File: config.mk
export PLATFORM = sky130hd
export DESIGN_NAME = ycbcr_capture_flat
export DESIGN_NICKNAME = d
export VERILOG_FILES = /design/src/rtl/ycbcr_pkg.sv /design/src/rtl/ycbcr_capture_if.sv /design/src/rtl/cam_sync_tracker.sv /design/src/rtl/ycbcr_capture.sv /design/src/flat_wrapper.sv
export SDC_FILE = /design/constraint.sdc
export NUM_CORES = 1
export LEC_CHECK = 0
export BUFFER_PORTS_ARGS = -buffer_cell sky130_fd_sc_hd__buf_2
export CAP_MARGIN = 40
export CORE_AREA = 2 2 110 112
export DETAILED_ROUTE_END_ITERATION = 8
export DIE_AREA = 0 0 112 114
export GPL_TIMING_DRIVEN = 0
export PLACE_DENSITY = 0.7
export REMOVE_ABC_BUFFERS = 1
export SLEW_MARGIN = 0
export SYNTH_ARGS = -nofsm -noshare
export SYNTH_HDL_FRONTEND = slang
export SYNTH_SLANG_ARGS = --single-unit
File: constraint.sdc
create_clock -name PCLK -period 6.7 [get_ports PCLK]
set_clock_uncertainty 0.1 [all_clocks]
set_input_delay 0.67 -clock PCLK [delete_from_list [all_inputs] [get_ports PCLK]]
set_output_delay 0.67 -clock PCLK [all_outputs]
set_load 0.05 [all_outputs]
File: src/rtl/ycbcr_pkg.sv
// Shared types and defaults for the OV7670 YCbCr 4:2:2 capture front end.
package ycbcr_pkg;

  typedef enum logic [1:0] {
    PH_CB = 2'd0,
    PH_Y0 = 2'd1,
    PH_CR = 2'd2,
    PH_Y1 = 2'd3
  } phase_t;

  localparam int          H_ACTIVE_DEF = 640;
  localparam int          V_ACTIVE_DEF = 480;
  localparam logic [7:0]  CHROMA_ZERO  = 8'd128;

endpackage

File: src/rtl/ycbcr_capture_if.sv
// Camera byte bus in, reconstructed pixel stream out; master drives the camera side.
interface ycbcr_capture_if #(
  parameter int XW = 10,
  parameter int YW = 9
);
  logic          VSYNC;
  logic          HREF;
  logic [7:0]    D;
  logic          capture_en;
  logic          e_pix;
  logic [7:0]    Y;
  logic [7:0]    Cb;
  logic [7:0]    Cr;
  logic [XW-1:0] pix_x;
  logic [YW-1:0] pix_y;
  logic          frame_start;
  logic          line_err;

  modport master (
    output VSYNC, HREF, D, capture_en,
    input  e_pix, Y, Cb, Cr, pix_x, pix_y, frame_start, line_err
  );

  modport slave (
    input  VSYNC, HREF, D, capture_en,
    output e_pix, Y, Cb, Cr, pix_x, pix_y, frame_start, line_err
  );
endinterface

File: src/rtl/cam_sync_tracker.sv
// VSYNC/HREF edge tracking, frame arming, byte/line counting and the sticky line error.
module cam_sync_tracker #(
  parameter int H_ACTIVE = 640,
  parameter int V_ACTIVE = 480,
  parameter int XW       = 10,
  parameter int YW       = 9
) (
  input  logic          PCLK,
  input  logic          reset,
  input  logic          i_vsync,
  input  logic          i_href,
  input  logic          i_capture_en,
  output logic          o_active,
  output logic          o_href_fall,
  output logic [XW-2:0] o_pair,
  output logic [YW-1:0] o_line_cnt,
  output logic          o_line_err
);

  localparam logic [XW:0]   LINE_BYTES = (XW+1)'(2 * H_ACTIVE);
  localparam logic [YW-1:0] LINE_LAST  = YW'(V_ACTIVE - 1);

  logic          r_vsync_d;
  logic          r_href_d;
  logic          r_armed;
  logic          r_active;
  logic [XW:0]   r_byte_cnt;
  logic [YW-1:0] r_line_cnt;
  logic          r_line_err;
  logic          w_href_fall;

  assign w_href_fall = r_href_d & ~i_href;

  always_ff @(posedge PCLK or posedge reset) begin
    if (reset) begin
      r_vsync_d  <= 1'b0;
      r_href_d   <= 1'b0;
      r_armed    <= 1'b0;
      r_active   <= 1'b0;
      r_byte_cnt <= '0;
      r_line_cnt <= '0;
      r_line_err <= 1'b0;
    end else begin
      r_vsync_d <= i_vsync;
      r_href_d  <= i_href;
      if (i_vsync) begin
        r_armed    <= i_capture_en;
        r_byte_cnt <= '0;
        r_line_cnt <= '0;
        if (i_capture_en) r_line_err <= 1'b0;
      end else begin
        // capture_en is only honoured here, at the blanking-to-active transition
        if (r_vsync_d) r_active <= r_armed;
        if (r_active) begin
          if (w_href_fall) begin
            if (r_byte_cnt != LINE_BYTES) r_line_err <= 1'b1;
            r_byte_cnt <= '0;
            if (r_line_cnt != LINE_LAST) r_line_cnt <= r_line_cnt + 1'b1;
          end else if (i_href && (r_byte_cnt != '1)) begin
            r_byte_cnt <= r_byte_cnt + 1'b1;
          end
        end
      end
    end
  end

  assign o_active    = r_active;
  assign o_href_fall = w_href_fall;
  assign o_pair      = r_byte_cnt[XW:2];
  assign o_line_cnt  = r_line_cnt;
  assign o_line_err  = r_line_err;

endmodule

File: src/rtl/ycbcr_capture.sv
// Rebuilds per-pixel Y/Cb/Cr from the Cb,Y0,Cr,Y1 byte stream and tags each pixel with x/y.
module ycbcr_capture
  import ycbcr_pkg::*;
#(
  parameter int H_ACTIVE = H_ACTIVE_DEF,
  parameter int V_ACTIVE = V_ACTIVE_DEF,
  parameter int XW       = 10,
  parameter int YW       = 9
) (
  input logic           PCLK,
  input logic           reset,
  ycbcr_capture_if.slave cam
);

  phase_t        r_phase;
  logic [7:0]    r_cb_hold;
  logic [7:0]    r_cr_hold;
  logic [7:0]    r_y0_hold;
  logic [7:0]    r_y1_hold;
  logic          r_pending;
  logic          r_e_pix;
  logic [7:0]    r_y;
  logic [7:0]    r_cb;
  logic [7:0]    r_cr;
  logic [XW-1:0] r_pix_x;
  logic [YW-1:0] r_pix_y;
  logic          r_frame_start;

  logic          w_active;
  logic          w_href_fall;
  logic [XW-2:0] w_pair;
  logic [YW-1:0] w_line_cnt;
  logic          w_line_err;

  cam_sync_tracker #(
    .H_ACTIVE (H_ACTIVE),
    .V_ACTIVE (V_ACTIVE),
    .XW       (XW),
    .YW       (YW)
  ) u_sync (
    .PCLK         (PCLK),
    .reset        (reset),
    .i_vsync      (cam.VSYNC),
    .i_href       (cam.HREF),
    .i_capture_en (cam.capture_en),
    .o_active     (w_active),
    .o_href_fall  (w_href_fall),
    .o_pair       (w_pair),
    .o_line_cnt   (w_line_cnt),
    .o_line_err   (w_line_err)
  );

  always_ff @(posedge PCLK or posedge reset) begin
    if (reset) begin
      r_phase       <= PH_CB;
      r_cb_hold     <= '0;
      r_cr_hold     <= '0;
      r_y0_hold     <= '0;
      r_y1_hold     <= '0;
      r_pending     <= 1'b0;
      r_e_pix       <= 1'b0;
      r_y           <= '0;
      r_cb          <= '0;
      r_cr          <= '0;
      r_pix_x       <= '0;
      r_pix_y       <= '0;
      r_frame_start <= 1'b0;
    end else begin
      r_e_pix       <= 1'b0;
      r_frame_start <= 1'b0;
      // Second pixel of a pair finishes unconditionally, even across HREF/VSYNC edges
      if (r_pending) begin
        r_y       <= r_y1_hold;
        r_pix_x   <= {r_pix_x[XW-1:1], 1'b1};
        r_e_pix   <= 1'b1;
        r_pending <= 1'b0;
      end
      if (cam.VSYNC) begin
        r_phase   <= PH_CB;
        r_pending <= 1'b0;
      end else if (w_href_fall) begin
        r_phase <= PH_CB;
      end else if (cam.HREF && w_active) begin
        unique case (r_phase)
          PH_CB: begin
            r_cb_hold <= cam.D;
            r_phase   <= PH_Y0;
          end
          PH_Y0: begin
            r_y0_hold <= cam.D;
            r_phase   <= PH_CR;
          end
          PH_CR: begin
            r_cr_hold <= cam.D;
            r_phase   <= PH_Y1;
          end
          PH_Y1: begin
            r_y           <= r_y0_hold;
            r_cb          <= r_cb_hold;
            r_cr          <= r_cr_hold;
            r_e_pix       <= 1'b1;
            r_pix_x       <= {w_pair, 1'b0};
            r_pix_y       <= w_line_cnt;
            r_frame_start <= (w_pair == '0) && (w_line_cnt == '0);
            r_y1_hold     <= cam.D;
            r_pending     <= 1'b1;
            r_phase       <= PH_CB;
          end
          default: r_phase <= PH_CB;
        endcase
      end
    end
  end

  assign cam.e_pix       = r_e_pix;
  assign cam.Y           = r_y;
  assign cam.Cb          = r_cb;
  assign cam.Cr          = r_cr;
  assign cam.pix_x       = r_pix_x;
  assign cam.pix_y       = r_pix_y;
  assign cam.frame_start = r_frame_start;
  assign cam.line_err    = w_line_err;

endmodule
File: src/flat_wrapper.sv
// flat-port wrapper written by rule: the top's interface ports become plain ports
module ycbcr_capture_flat import ycbcr_pkg::*;
#(
  parameter int H_ACTIVE = H_ACTIVE_DEF,
  parameter int V_ACTIVE = V_ACTIVE_DEF,
  parameter int XW       = 10,
  parameter int YW       = 9
)
  (PCLK, reset, cam_VSYNC, cam_HREF, cam_D, cam_capture_en, cam_e_pix, cam_Y, cam_Cb, cam_Cr, cam_pix_x, cam_pix_y, cam_frame_start, cam_line_err);
  ycbcr_capture_if #(.XW(XW), .YW(YW)) cam_i ();
  input logic PCLK;
  input logic reset;
  input wire logic [$bits(cam_i.VSYNC)-1:0] cam_VSYNC;
  input wire logic [$bits(cam_i.HREF)-1:0] cam_HREF;
  input wire logic [$bits(cam_i.D)-1:0] cam_D;
  input wire logic [$bits(cam_i.capture_en)-1:0] cam_capture_en;
  output wire logic [$bits(cam_i.e_pix)-1:0] cam_e_pix;
  output wire logic [$bits(cam_i.Y)-1:0] cam_Y;
  output wire logic [$bits(cam_i.Cb)-1:0] cam_Cb;
  output wire logic [$bits(cam_i.Cr)-1:0] cam_Cr;
  output wire logic [$bits(cam_i.pix_x)-1:0] cam_pix_x;
  output wire logic [$bits(cam_i.pix_y)-1:0] cam_pix_y;
  output wire logic [$bits(cam_i.frame_start)-1:0] cam_frame_start;
  output wire logic [$bits(cam_i.line_err)-1:0] cam_line_err;
  assign cam_i.VSYNC = cam_VSYNC;
  assign cam_i.HREF = cam_HREF;
  assign cam_i.D = cam_D;
  assign cam_i.capture_en = cam_capture_en;
  assign cam_e_pix = cam_i.e_pix;
  assign cam_Y = cam_i.Y;
  assign cam_Cb = cam_i.Cb;
  assign cam_Cr = cam_i.Cr;
  assign cam_pix_x = cam_i.pix_x;
  assign cam_pix_y = cam_i.pix_y;
  assign cam_frame_start = cam_i.frame_start;
  assign cam_line_err = cam_i.line_err;
  ycbcr_capture #(.H_ACTIVE(H_ACTIVE), .V_ACTIVE(V_ACTIVE), .XW(XW), .YW(YW)) u_core (.PCLK(PCLK), .reset(reset), .cam(cam_i));
endmodule
==> results.sh, run 1 <==
export IMPL_syn2layout_area_growth_pct=16.4
export IMPL_status="complete, no violations"
export IMPL_grt_pass1_vias=2897
export IMPL_clkSlewWorstSetupHoldPaths_ns=0.07
export IMPL_place_inst=551
export IMPL_grt_start_max_net_pins=59
export IMPL_hold_viol=0
export IMPL_drcViolationCount=0
export IMPL_antenna_found_initial=0
export IMPL_utilization_pct=45.0
export IMPL_place_congestion=0.811
export IMPL_crit_required_ns=6.82
export IMPL_syn_inst=358
export IMPL_drive_gt1_share_pct=35.1
export IMPL_vias=2954
export IMPL_groute_usage_overall_pct=13.6
export IMPL_synth_edf_count=0
export IMPL_drt_initial_drc_count=128
export IMPL_cpPeakStageDelay_ns=0.54
export IMPL_detail_route_vias_per_cell=5.22
export IMPL_cp_slowest_cell="nand2_2"
export IMPL_drt_wl_total_um=8540
export IMPL_irDropWorstVdd_mv=0.137
export IMPL_maxSlewHeadroom_pct=55.3
export IMPL_fmax_ghz=0.389
export IMPL_dpl_hpwl_um=5770
export IMPL_crit_type="input pin to flop"
export IMPL_fin_nets=436
export IMPL_ctsHoldBuffers=0
export IMPL_cts_resized_gates=0
export IMPL_cts_buffers=9
export IMPL_cts_sinks=105
export IMPL_hold_ws_ns=0.310
export IMPL_fin_tns_setup_ns=0
export IMPL_cp_arrival_ns=2.69
export IMPL_cp_start_kind="input pin"
export IMPL_critPathCaptureType="flop"
export IMPL_fin_crit_ns=2.57
export IMPL_overflow=0
export IMPL_combPwrFrac_pct=9.9
export IMPL_tightest_slew_ns=0.668
export IMPL_holdCritPathClass="input pin to asynchronous set/reset pin"
export IMPL_cts_root_buf="clkbuf_16"
export IMPL_synth_seq_cells=105
export IMPL_ys_seq_area_share_pct=58.0
export IMPL_p_int_w=0.00104
export IMPL_cts_setup_buffers=0
export IMPL_num_rows=40
export IMPL_slew_viol_final=0
export IMPL_async_reset_ff_share_pct=100
export IMPL_initial_core_util_pct=38.7
export IMPL_clkPwrFrac_pct=38.3
export IMPL_synth_top_flop_cell="dfrtp_1"
export IMPL_seq_power_share_pct=51.8
export IMPL_syn_cell_area_um2=4530
export IMPL_dieArea_um2=12800
export IMPL_die_x_um=112
export IMPL_postSynthAreaPerCell_um2=12.7
export IMPL_maxCapViolCount=0
export IMPL_fin_cells=566
export IMPL_grt_pass1_wl_um=14100
export IMPL_ant_nets=0
export IMPL_wire_per_inst_um=15.1
export IMPL_core_area_um2=11700
export IMPL_p_sw_w=0.000351
export IMPL_p_per_area_nw_per_um2=264
export IMPL_rsz0062_at_grt="no"
export IMPL_p_sw_share_pct=25.2
export IMPL_min_period_over_period_pct=38.3
export IMPL_htreeDepth=3
export IMPL_die_y_um=114
export IMPL_num_antenna_cells=0
export IMPL_yosysWarningCount=0
export IMPL_cts_max_path_buffers=2
export IMPL_setup_violations=0
export IMPL_critPathMaxFanout=38
export IMPL_numPortBuffers=58
export IMPL_drt_pass1_iterations=4
export IMPL_synth_distinct_cells=51
export IMPL_num_io_pins=59
export IMPL_path_cells="buf_2 -> and3b_1 -> nand2_2 -> buf_12 -> mux2_2"
export IMPL_cts_tree="built"
export IMPL_clock_latency_ns=0.34
export IMPL_leakagePower_nw=2.62
## worst max-delay path, delay by kind of cell
| family | cells | cell delay [ns] |
|---|---|---|
| multiplexers | 1 | 0.36 |
| AND/OR/NAND/NOR | 2 | 0.89 |
| buffers and inverters | 2 | 0.75 |
## metrics by stage
stage          area (um2)  setup slack, ns  total power [W]
2_1_floorplan        4450             3.17         0.000828
3_3_place_gp         4920             2.08         0.000863
3_5_place_dp         4970             3.75         0.000875
4_1_cts              5270             4.11          0.00141
5_1_grt              5270             3.99          0.00145
6_report             5270             4.13          0.00139
## cell usage in the layout (no fill, tap or decap), drive strengths merged, types with 2 or more instances in the layout
cell     instances
dfrtp          105
mux2            63
buf             60
nand2           21
nor2            21
o21ai           17
a21oi           15
inv             14
mux2i            9
clkbuf           9
ha               8
nor3             7
a31oi            6
and3             6
nand3            5
nor2b            4
nor4             4
nand2b           4
a21o             3
o2111ai          3
and3b            2
and4             2
o22a             2
a211o            2
xor2             2
a2bb2oi          2
clkinv           2
nand4            2
o211ai           2
## cells in the mapped netlist, types with 2 or more instances
cell | number | area [um2]
dfrtp_1 | 105 | 2630
mux2_2 | 62 | 698
nand2_1 | 20 | 75.1
nor2_1 | 20 | 75.1
o21ai_0 | 17 | 85.1
a21oi_1 | 15 | 75.1
inv_1 | 12 | 45.0
buf_2 | 10 | 50.1
mux2i_1 | 9 | 90.1
ha_1 | 8 | 100
nor3_1 | 7 | 35.0
a31oi_1 | 6 | 37.5
nand3_1 | 5 | 25.0
and3_1 | 4 | 25.0
nand2b_1 | 4 | 25.0
nor2b_1 | 4 | 25.0
nor4_1 | 4 | 25.0
a21o_1 | 3 | 22.5
o2111ai_1 | 3 | 26.3
a211o_1 | 2 | 17.5
a2bb2oi_1 | 2 | 17.5
and3_2 | 2 | 15.0
and3b_1 | 2 | 17.5
and4_1 | 2 | 17.5
buf_6 | 2 | 22.5
o22a_1 | 2 | 17.5
xor2_1 | 2 | 17.5
## worst paths after layout
check,start,to,slack (ns),cells past startpoint
max,cam_VSYNC,u_core.r_y1_hold[5]$_DFFE_PP0P_,4.13,5
min,reset,u_core.cam.Cb[3]$_DFFE_PP0P_,0.31,2
max reg2reg,u_core.u_sync.o_active$_DFFE_PP0P_,u_core.r_y1_hold[5]$_DFFE_PP0P_,4.56,4
min reg2reg,u_core.cam.pix_y[0]$_DFFE_PP0P_,u_core.cam.pix_y[0]$_DFFE_PP0P_,0.39,2
max in group asynchronous,reset,u_core.r_y1_hold[4]$_DFFE_PP0P_,5.50,3
min in group PCLK,u_core.cam.pix_y[0]$_DFFE_PP0P_,u_core.cam.pix_y[0]$_DFFE_PP0P_,0.39,2
## metal layers
metal / wire length [um] / GRT usage (%) / share of wire (%)
met2: 4020 / 22.5 / 47
met3: 351 / 2.76 / 4.1
met5: 0 / 0 / 0
met1: 4060 / 18.1 / 47
met4: 118 / 4.88 / 1.4
## cell families (layout without fill, tap and decap cells)
group	after synthesis	in the layout	share of synthesized area [%]
compound gates	59	59	8.43
xor+xnor	2	2	0.387
fa+ha+maj	8	8	2.21
buf+inv	26	87	2.85
flops	105	105	58.0
mux	72	72	17.7
simple gates	86	86	10.4
## power by group through the flow
| stage | Clock [W] | Combinational, W | Sequential [W] |
|---|---|---|---|
| final | 0.000533 | 0.000138 | 0.000722 |
| after global routing | 0.000570 | 0.000153 | 0.000730 |
| after detailed placement | 0 | 0.000140 | 0.000735 |
| after floorplan | 0 | 0.0000879 | 0.000741 |
| after CTS | 0.000547 | 0.000141 | 0.000723 |
| after global placement | 0 | 0.000132 | 0.000731 |
## cell type report
class | instances | area [um2]
timing repair buffer | 60 | 338
fill | 1067 | 6440
multi-input combinational | 227 | 1770
clock buffer | 9 | 225
tap | 147 | 184
inverter | 12 | 47.5
sequential | 105 | 2630
clock inverter | 6 | 77.6
## flip-flops by register name, summed over array words and instances, names as in the netlist, 2 cells and up
name,flops
u_core.cam.Y,8
u_core.r_y1_hold,8
u_core.u_sync.r_byte_cnt,11
u_core.r_y0_hold,8
u_core.u_sync.o_line_cnt,9
u_core.cam.pix_x,10
u_core.cam.Cb,8
u_core.cam.Cr,8
u_core.r_phase,2
u_core.cam.pix_y,9
u_core.r_cr_hold,8
u_core.r_cb_hold,8
(Power assumes the default switching activity.)
==> run 2, diff against run 1 <==
--- a/config.mk
+++ b/config.mk
@@ -11,7 +11,7 @@
 export DETAILED_ROUTE_END_ITERATION = 8
 export DIE_AREA = 0 0 112 114
 export GPL_TIMING_DRIVEN = 0
-export PLACE_DENSITY = 0.7
+export PLACE_DENSITY = 0.72
 export REMOVE_ABC_BUFFERS = 1
 export SLEW_MARGIN = 0
 export SYNTH_ARGS = -nofsm -noshare
==> constraint.sdc (replaced) <==
create_clock -name PCLK -period 2.09 [get_ports PCLK]
set_clock_uncertainty 0.1 [all_clocks]
set_input_delay 0.209 -clock PCLK [delete_from_list [all_inputs] [get_ports PCLK]]
set_output_delay 0.209 -clock PCLK [all_outputs]
set_load 0.05 [all_outputs]
==> results.sh, run 2 (synthesis gave the netlist of run 1 again) <==
export IMPL_status="complete, no violations"
export IMPL_reg2reg_to="u_core.u_sync.o_line_cnt[4]$_DFFE_PP0P_"
export IMPL_detail_route_vias_per_cell=5.19
export IMPL_clock_latency_ns=0.34
export IMPL_grt_start_max_net_pins=58
export IMPL_drive_gt1_share_pct=35.1
export IMPL_clkSlewWorstSetupHoldPaths_ns=0.07
export IMPL_crit_required_ns=2.22
export IMPL_worst_slack_ns=0.0639
export IMPL_num_antenna_cells=0
export IMPL_irDropWorstVdd_mv=0.577
export IMPL_cts_root_buf="clkbuf_16"
export IMPL_cpPeakStageDelay_ns=0.52
export IMPL_leakagePower_nw=2.62
export IMPL_hold_ws_ns=0.00979
export IMPL_die_y_um=114
export IMPL_cp_start_kind="input pin"
export IMPL_num_rows=40
export IMPL_groute_usage_overall_pct=13.7
export IMPL_worst_hold_path_num_cells=2
export IMPL_overflow=0
export IMPL_holdCritPathClass="input pin to flop"
export IMPL_dieArea_um2=12800
export IMPL_cts_sinks=105
export IMPL_largest_reg_flops=11
export IMPL_syn2layout_area_growth_pct=16.8
export IMPL_vias=2951
export IMPL_layout_commonest_cell="dfrtp_1"
export IMPL_cp_slowest_cell="dlygate4sd3_1"
export IMPL_critPathCaptureType="flop"
export IMPL_crit_type="input pin to flop"
export IMPL_min_period_over_period_pct=96.9
export IMPL_cts_buffers=9
export IMPL_drt_pass1_iterations=4
export IMPL_multi_input_area_um2=1790
export IMPL_wire_per_inst_um=14.9
export IMPL_core_area_um2=11700
export IMPL_regMostFlops="u_core.u_sync.r_byte_cnt"
export IMPL_slew_viol_final=0
export IMPL_hold_end="u_core.u_sync.r_armed$_DFFE_PP0P_"
export IMPL_path_cells="dlygate4sd3_1 -> buf_2 -> and3b_1 -> nand2_1 -> mux2_2"
export IMPL_dpl_hpwl_um=5790
export IMPL_final_cell_mix="dfrtp_1 (105), mux2_2 (62), buf_2 (58)"
export IMPL_hold_viol=0
export IMPL_setup_violations=0
export IMPL_critPathMaxFanout=10
export IMPL_cts_max_path_buffers=2
export IMPL_rsz0062_at_grt="yes"
export IMPL_fin_crit_ns=2.03
export IMPL_numPortBuffers=58
export IMPL_cp_arrival_ns=2.15
export IMPL_p_per_area_nw_per_um2=825
export IMPL_num_io_pins=59
export IMPL_maxCapViolCount=0
export IMPL_worstRegToRegCells=5
export IMPL_maxSlewHeadroom_pct=57.9
export IMPL_die_x_um=112
export IMPL_drcViolationCount=0
export IMPL_r2r_slack_ns=0.12
export IMPL_grt_pass1_vias=2785
export IMPL_tightest_slew_ns=0.632
export IMPL_cts_tree="built"
export IMPL_fin_nets=438
export IMPL_place_congestion=0.820
export IMPL_initial_core_util_pct=38.7
export IMPL_ant_nets=0
export IMPL_crit_reg2reg_launch="u_core.u_sync.o_line_cnt[0]$_DFFE_PP0P_"
export IMPL_drt_wl_total_um=8470
export IMPL_dp_slack_ns=-0.369
export IMPL_fmax_ghz=0.494
export IMPL_htreeDepth=3
export IMPL_regArea_um2=2630
export IMPL_drt_initial_drc_count=153
export IMPL_antenna_found_initial=0
export IMPL_grt_pass1_wl_um=14300
export IMPL_worstHoldStart="cam_capture_en"
export IMPL_fill_cells=1092
[run 2: changes by cell type in the layout (fill, tap and decap cells not counted)]
cell           before  now
nand2_2             1    0
clkinvlp_4          1    2
dlygate4sd3_1       0    2
nand2_8             0    1
bufinv_16           1    0
inv_6               0    1
clkinv_2            0    1
clkinv_4            2    1
[run 2: final cells by class]
| type | count | area share, % |
|---|---|---|
| clock buffer | 9 | 4.26 |
| multi-input combinational | 227 | 33.8 |
| inverter | 12 | 0.899 |
| tap | 147 | 3.48 |
| timing repair buffer | 62 | 6.77 |
| clock inverter | 7 | 1.14 |
| sequential | 105 | 49.7 |
[run 2: routing by layer]
metal / share of wire, % / wire length (um) / up-vias / track usage [%]
li1: - / - / 1405 / -
met1: 46 / 3920 / 1462 / 19.0
met2: 48 / 4050 / 74 / 21.9
met3: 4.5 / 382 / 10 / 3.03
met4: 1.4 / 116 / 0 / 4.15
met5: 0 / 0 / - / 0
[run 2: power breakdown]
group          switching (W)  total, W  internal [W]
combinational       0.000249  0.000447      0.000199
clock               0.000768   0.00160      0.000829
sequential          0.000116   0.00232       0.00220
[run 2: worst max path at each step]
stage | start | endpoint | slack, ns | cells past startpoint
after floorplan | reset | u_core.cam.Cb[0]$_DFFE_PP0P_ | -0.98 | 1
after global placement | reset | u_core.cam.Cb[4]$_DFFE_PP0P_ | -2.06 | 2
after detailed placement | cam_VSYNC | u_core.cam.Cb[2]$_DFFE_PP0P_ | -0.37 | 5
after CTS | cam_HREF | u_core.cam.Cr[2]$_DFFE_PP0P_ | 0.02 | 6
after global routing | cam_HREF | u_core.r_cb_hold[6]$_DFFE_PP0P_ | -0.03 | 5
final | cam_HREF | u_core.r_cb_hold[4]$_DFFE_PP0P_ | 0.06 | 5
[run 2: timing repair]
| item | 4_1_cts | 5_1_grt |
|---|---|---|
| hold buffers | 2 | 0 |
| resized for setup | 1 | 1 |
| buffers inserted | 0 | 0 |
| endpoints found under the hold margin | 49 | 0 |
| endpoints found under the setup margin | 22 | 22 |
[run 2: metrics by stage]
step,total power (W),cells,instance area (um2),utilization (%),setup TNS (ns)
after floorplan,0.00266,344,4450,-,-102.85
after global placement,0.00277,549,4920,42.0,-248.26
after detailed placement,0.00281,551,4970,42.4,-10.81
after CTS,0.00443,569,5280,45.1,0
after global routing,0.00459,569,5290,45.2,-0.182
final,0.00436,569,5290,45.2,0
[run 2: critical path, delay by kind of cell]
kind,cells,cell delay [ns]
buffers and inverters,2,0.70
multiplexers,1,0.39
AND/OR/NAND/NOR,2,0.84
==> run 3, diff against run 2 <==
--- a/config.mk
+++ b/config.mk
@@ -5,12 +5,14 @@
 export SDC_FILE = /design/constraint.sdc
 export NUM_CORES = 1
 export LEC_CHECK = 0
+export ABC_AREA = 1
 export BUFFER_PORTS_ARGS = -buffer_cell sky130_fd_sc_hd__buf_2
 export CAP_MARGIN = 40
-export CORE_AREA = 2 2 110 112
+export CORE_AREA = 2 2 112 114
 export DETAILED_ROUTE_END_ITERATION = 8
-export DIE_AREA = 0 0 112 114
+export DIE_AREA = 0 0 114 116
 export GPL_TIMING_DRIVEN = 0
+export HOLD_SLACK_MARGIN = 0.02
 export PLACE_DENSITY = 0.72
 export REMOVE_ABC_BUFFERS = 1
 export SLEW_MARGIN = 0
==> results.sh, run 3 <==
export IMPL_status="complete, no violations"
export IMPL_r2r_slack_ns=0.38
export IMPL_synth_largest_area_cell="dfrtp_1"
export IMPL_htreeDepth=3
export IMPL_cts_sinks=105
export IMPL_cts_tree="built"
export IMPL_p_sw_share_pct=26.4
export IMPL_reg2reg_to="u_core.u_sync.o_line_cnt[1]$_DFFE_PP0P_"
export IMPL_seq_power_share_pct=49.3
export IMPL_worstRegToRegCells=8
export IMPL_async_reset_ff_share_pct=100
export IMPL_p_per_area_nw_per_um2=853
export IMPL_cp_arrival_ns=1.93
export IMPL_ys_seq_area_share_pct=56.1
export IMPL_synth_simple_gate_area_share_pct=23.3
export IMPL_syn_inst=503
export IMPL_fin_crit_ns=1.78
export IMPL_path_cells="dlygate4sd3_1 -> buf_2 -> nand2_2 -> inv_4 -> nand3_4 -> inv_6 -> nand3_1 -> nor3_1"
export IMPL_overflow=0
export IMPL_drt_pass1_iterations=5
export IMPL_postSynthAreaPerCell_um2=9.31
export IMPL_combPwrFrac_pct=10.9
export IMPL_holdCritPathClass="input pin to flop"
export IMPL_clkPwrFrac_pct=39.8
export IMPL_synth_area_leaders="dfrtp_1 (56%), nand2_1 (13%), o21ai_0 (5.0%), inv_1 (2.9%), o21ai_2 (2.4%)"
export IMPL_hold_viol=0
export IMPL_multi_input_area_um2=1730
export IMPL_largest_reg_flops=11
export IMPL_utilization_pct=45.8
export IMPL_regArea_um2=2630
export IMPL_crit_path_start="cam_HREF"
export IMPL_grt_start_max_net_pins=61
export IMPL_die_x_um=114
export IMPL_synth_mux_area_share_pct=0
export IMPL_cts_setup_buffers=0
export IMPL_worst_hold_path_num_cells=3
export IMPL_synth_top_family_by_area="simple AND/OR/NAND/NOR gates"
export IMPL_num_io_pins=59
export IMPL_tightest_slew_ns=0.581
export IMPL_crit_required_ns=2.24
export IMPL_cts_max_path_buffers=2
export IMPL_cts_root_buf="clkbuf_16"
export IMPL_yosysTopAreaCellShare_pct=56.1
export IMPL_clock_latency_ns=0.34
export IMPL_maxSlewHeadroom_pct=61.3
export IMPL_synth_distinct_cells=39
export IMPL_crit_reg2reg_launch="u_core.u_sync.o_line_cnt[0]$_DFFE_PP0P_"
export IMPL_synth_edf_count=0
export IMPL_p_int_w=0.00343
export IMPL_yosysWarningCount=0
export IMPL_fin_tns_setup_ns=0
export IMPL_synth_commonest_cells="nand2_1 (163), dfrtp_1 (105), o21ai_0 (47)"
export IMPL_drive_gt1_share_pct=21.4
export IMPL_die_y_um=116
export IMPL_detail_route_vias_per_cell=4.93
export IMPL_layout_commonest_cell="nand2_1"
export IMPL_cpPeakStageDelay_ns=0.52
export IMPL_place_congestion=0.811
export IMPL_core_area_um2=11900
export IMPL_num_rows=40
export IMPL_cp_start_kind="input pin"
export IMPL_fmax_ghz=0.561
export IMPL_dpl_hpwl_um=6710
export IMPL_synth_compound_area_share_pct=10.6
export IMPL_cts_buffers=9
export IMPL_p_sw_w=0.00123
export IMPL_drt_initial_drc_count=225
export IMPL_syn_cell_area_um2=4680
export IMPL_setup_violations=0
export IMPL_antenna_found_initial=0
export IMPL_crit_type="input pin to flop"
export IMPL_hold_ws_ns=0.0612
export IMPL_critPathCaptureType="flop"
export IMPL_min_period_over_period_pct=85.3
export IMPL_rsz0062_at_grt="no"
export IMPL_maxCapViolCount=0
export IMPL_fin_nets=582
export IMPL_hold_end="u_core.r_y0_hold[3]$_DFFE_PP0P_"
export IMPL_slew_viol_final=0
export IMPL_ant_nets=0
export IMPL_groute_usage_overall_pct=15.8
export IMPL_grt_pass1_vias=3501
export IMPL_irDropWorstVdd_mv=0.326
export IMPL_clkSlewWorstSetupHoldPaths_ns=0.07
export IMPL_drcViolationCount=0
export IMPL_vias=3513
export IMPL_leakagePower_nw=2.72
export IMPL_synth_seq_cells=105
export IMPL_dp_slack_ns=-0.174
export IMPL_final_cell_mix="nand2_1 (163), dfrtp_1 (105), buf_2 (58)"
export IMPL_numPortBuffers=58
export IMPL_critPathMaxFanout=20
export IMPL_post_synth_top_count_cell="nand2_1"
export IMPL_synth_top_flop_cell="dfrtp_1"
export IMPL_wire_per_inst_um=13.7
export IMPL_num_antenna_cells=0
export IMPL_worstHoldStart="cam_D[3]"
export IMPL_regMostFlops="u_core.u_sync.r_byte_cnt"
export IMPL_synth_fa_ha_area_share_pct=2.14
export IMPL_synth_xor_xnor_area_share_pct=0.561
export IMPL_syn2layout_area_growth_pct=16.4
export IMPL_initial_core_util_pct=39.3
export IMPL_fill_cells=1175
export IMPL_drt_wl_total_um=9740
export IMPL_worst_slack_ns=0.307
export IMPL_grt_pass1_wl_um=16700
export IMPL_dieArea_um2=13200
export IMPL_cp_slowest_cell="dlygate4sd3_1"
run 3: changes by cell type in the layout (fill, tap and decap cells not counted), sizes merged, moves of 6 or more:
cell	previous run	this run
and3	6	0
o21ai	17	70
inv	15	47
mux2	63	0
nand3	5	28
nor2	21	28
nand2	21	172
a21oi	15	6
mux2i	9	0
run 3: final cells by class:
cell class	count	area share (%)
multi-input combinational	336	31.8
clock inverter	7	1.97
tap	147	3.37
sequential	105	48.2
timing repair buffer	64	6.93
clock buffer	9	4.13
inverter	45	3.60
run 3: power by group through the flow:
stage	Sequential [W]	Clock, W	Combinational [W]
after CTS	0.00229	0.00189	0.000518
after global placement	0.00232	0	0.000485
after floorplan	0.00238	0	0.000310
after global routing	0.00232	0.00199	0.000584
final	0.00229	0.00185	0.000508
after detailed placement	0.00233	0	0.000512
run 3: how the worst max path moves through the flow:
stage	end	slack (ns)	cells after the start
floorplan	u_core.cam.Cb[0]$_DFFE_PP0P_	-0.98	1
global placement	u_core.cam.pix_x[8]$_DFFE_PP0P_	-2.06	2
detailed placement	u_core.cam.frame_start$_DFF_PP0_	-0.17	5
CTS	u_core.cam.frame_start$_DFF_PP0_	0.04	7
global route	u_core.cam.frame_start$_DFF_PP0_	0.16	8
finish	u_core.cam.frame_start$_DFF_PP0_	0.31	8
run 3: kinds of logic (layout without fill, tap and decap cells):
logic type               after synthesis  after routing
AND/OR/NAND/NOR                      238            239
flip-flops                           105            105
AO/OA/AOI/OAI                         86             86
buffers and inverters                 63            125
adder cells (fa/ha/maj)                8              8
XOR/XNOR                               3              3
run 3: routing by layer:
| metal | up-vias | part of all wire, % | global-route usage (%) | routed length, um |
|---|---|---|---|---|
| met3 | 6 | 4.8 | 3.14 | 471 |
| met2 | 94 | 51 | 27.4 | 4930 |
| met5 | - | 0 | 0 | 0 |
| met4 | 0 | 0.67 | 4.80 | 65 |
| met1 | 1675 | 44 | 20.0 | 4280 |
| li1 | 1738 | - | - | - |
run 3: metrics by stage:
step	total power, W	cells	area, um2
finish	0.00465	713	5450
detailed placement	0.00284	692	5060
floorplan	0.00269	485	4530
global route	0.00489	713	5450
global placement	0.00281	690	5010
CTS	0.00470	712	5440
run 3: worst max-delay path, delay by kind of cell:
kind	cells	cell delay (ns)
AND/OR/NAND/NOR	4	0.65
buffers and inverters	4	1.06
run 3: repair_timing:
item                                   in CTS  in global routing
pin swaps                                   0                  1
gates resized for setup                     1                  2
gates cloned                                0                  1
hold buffers                                4                  0
endpoints found under the hold margin      48                  0
setup endpoints to repair                  19                 17
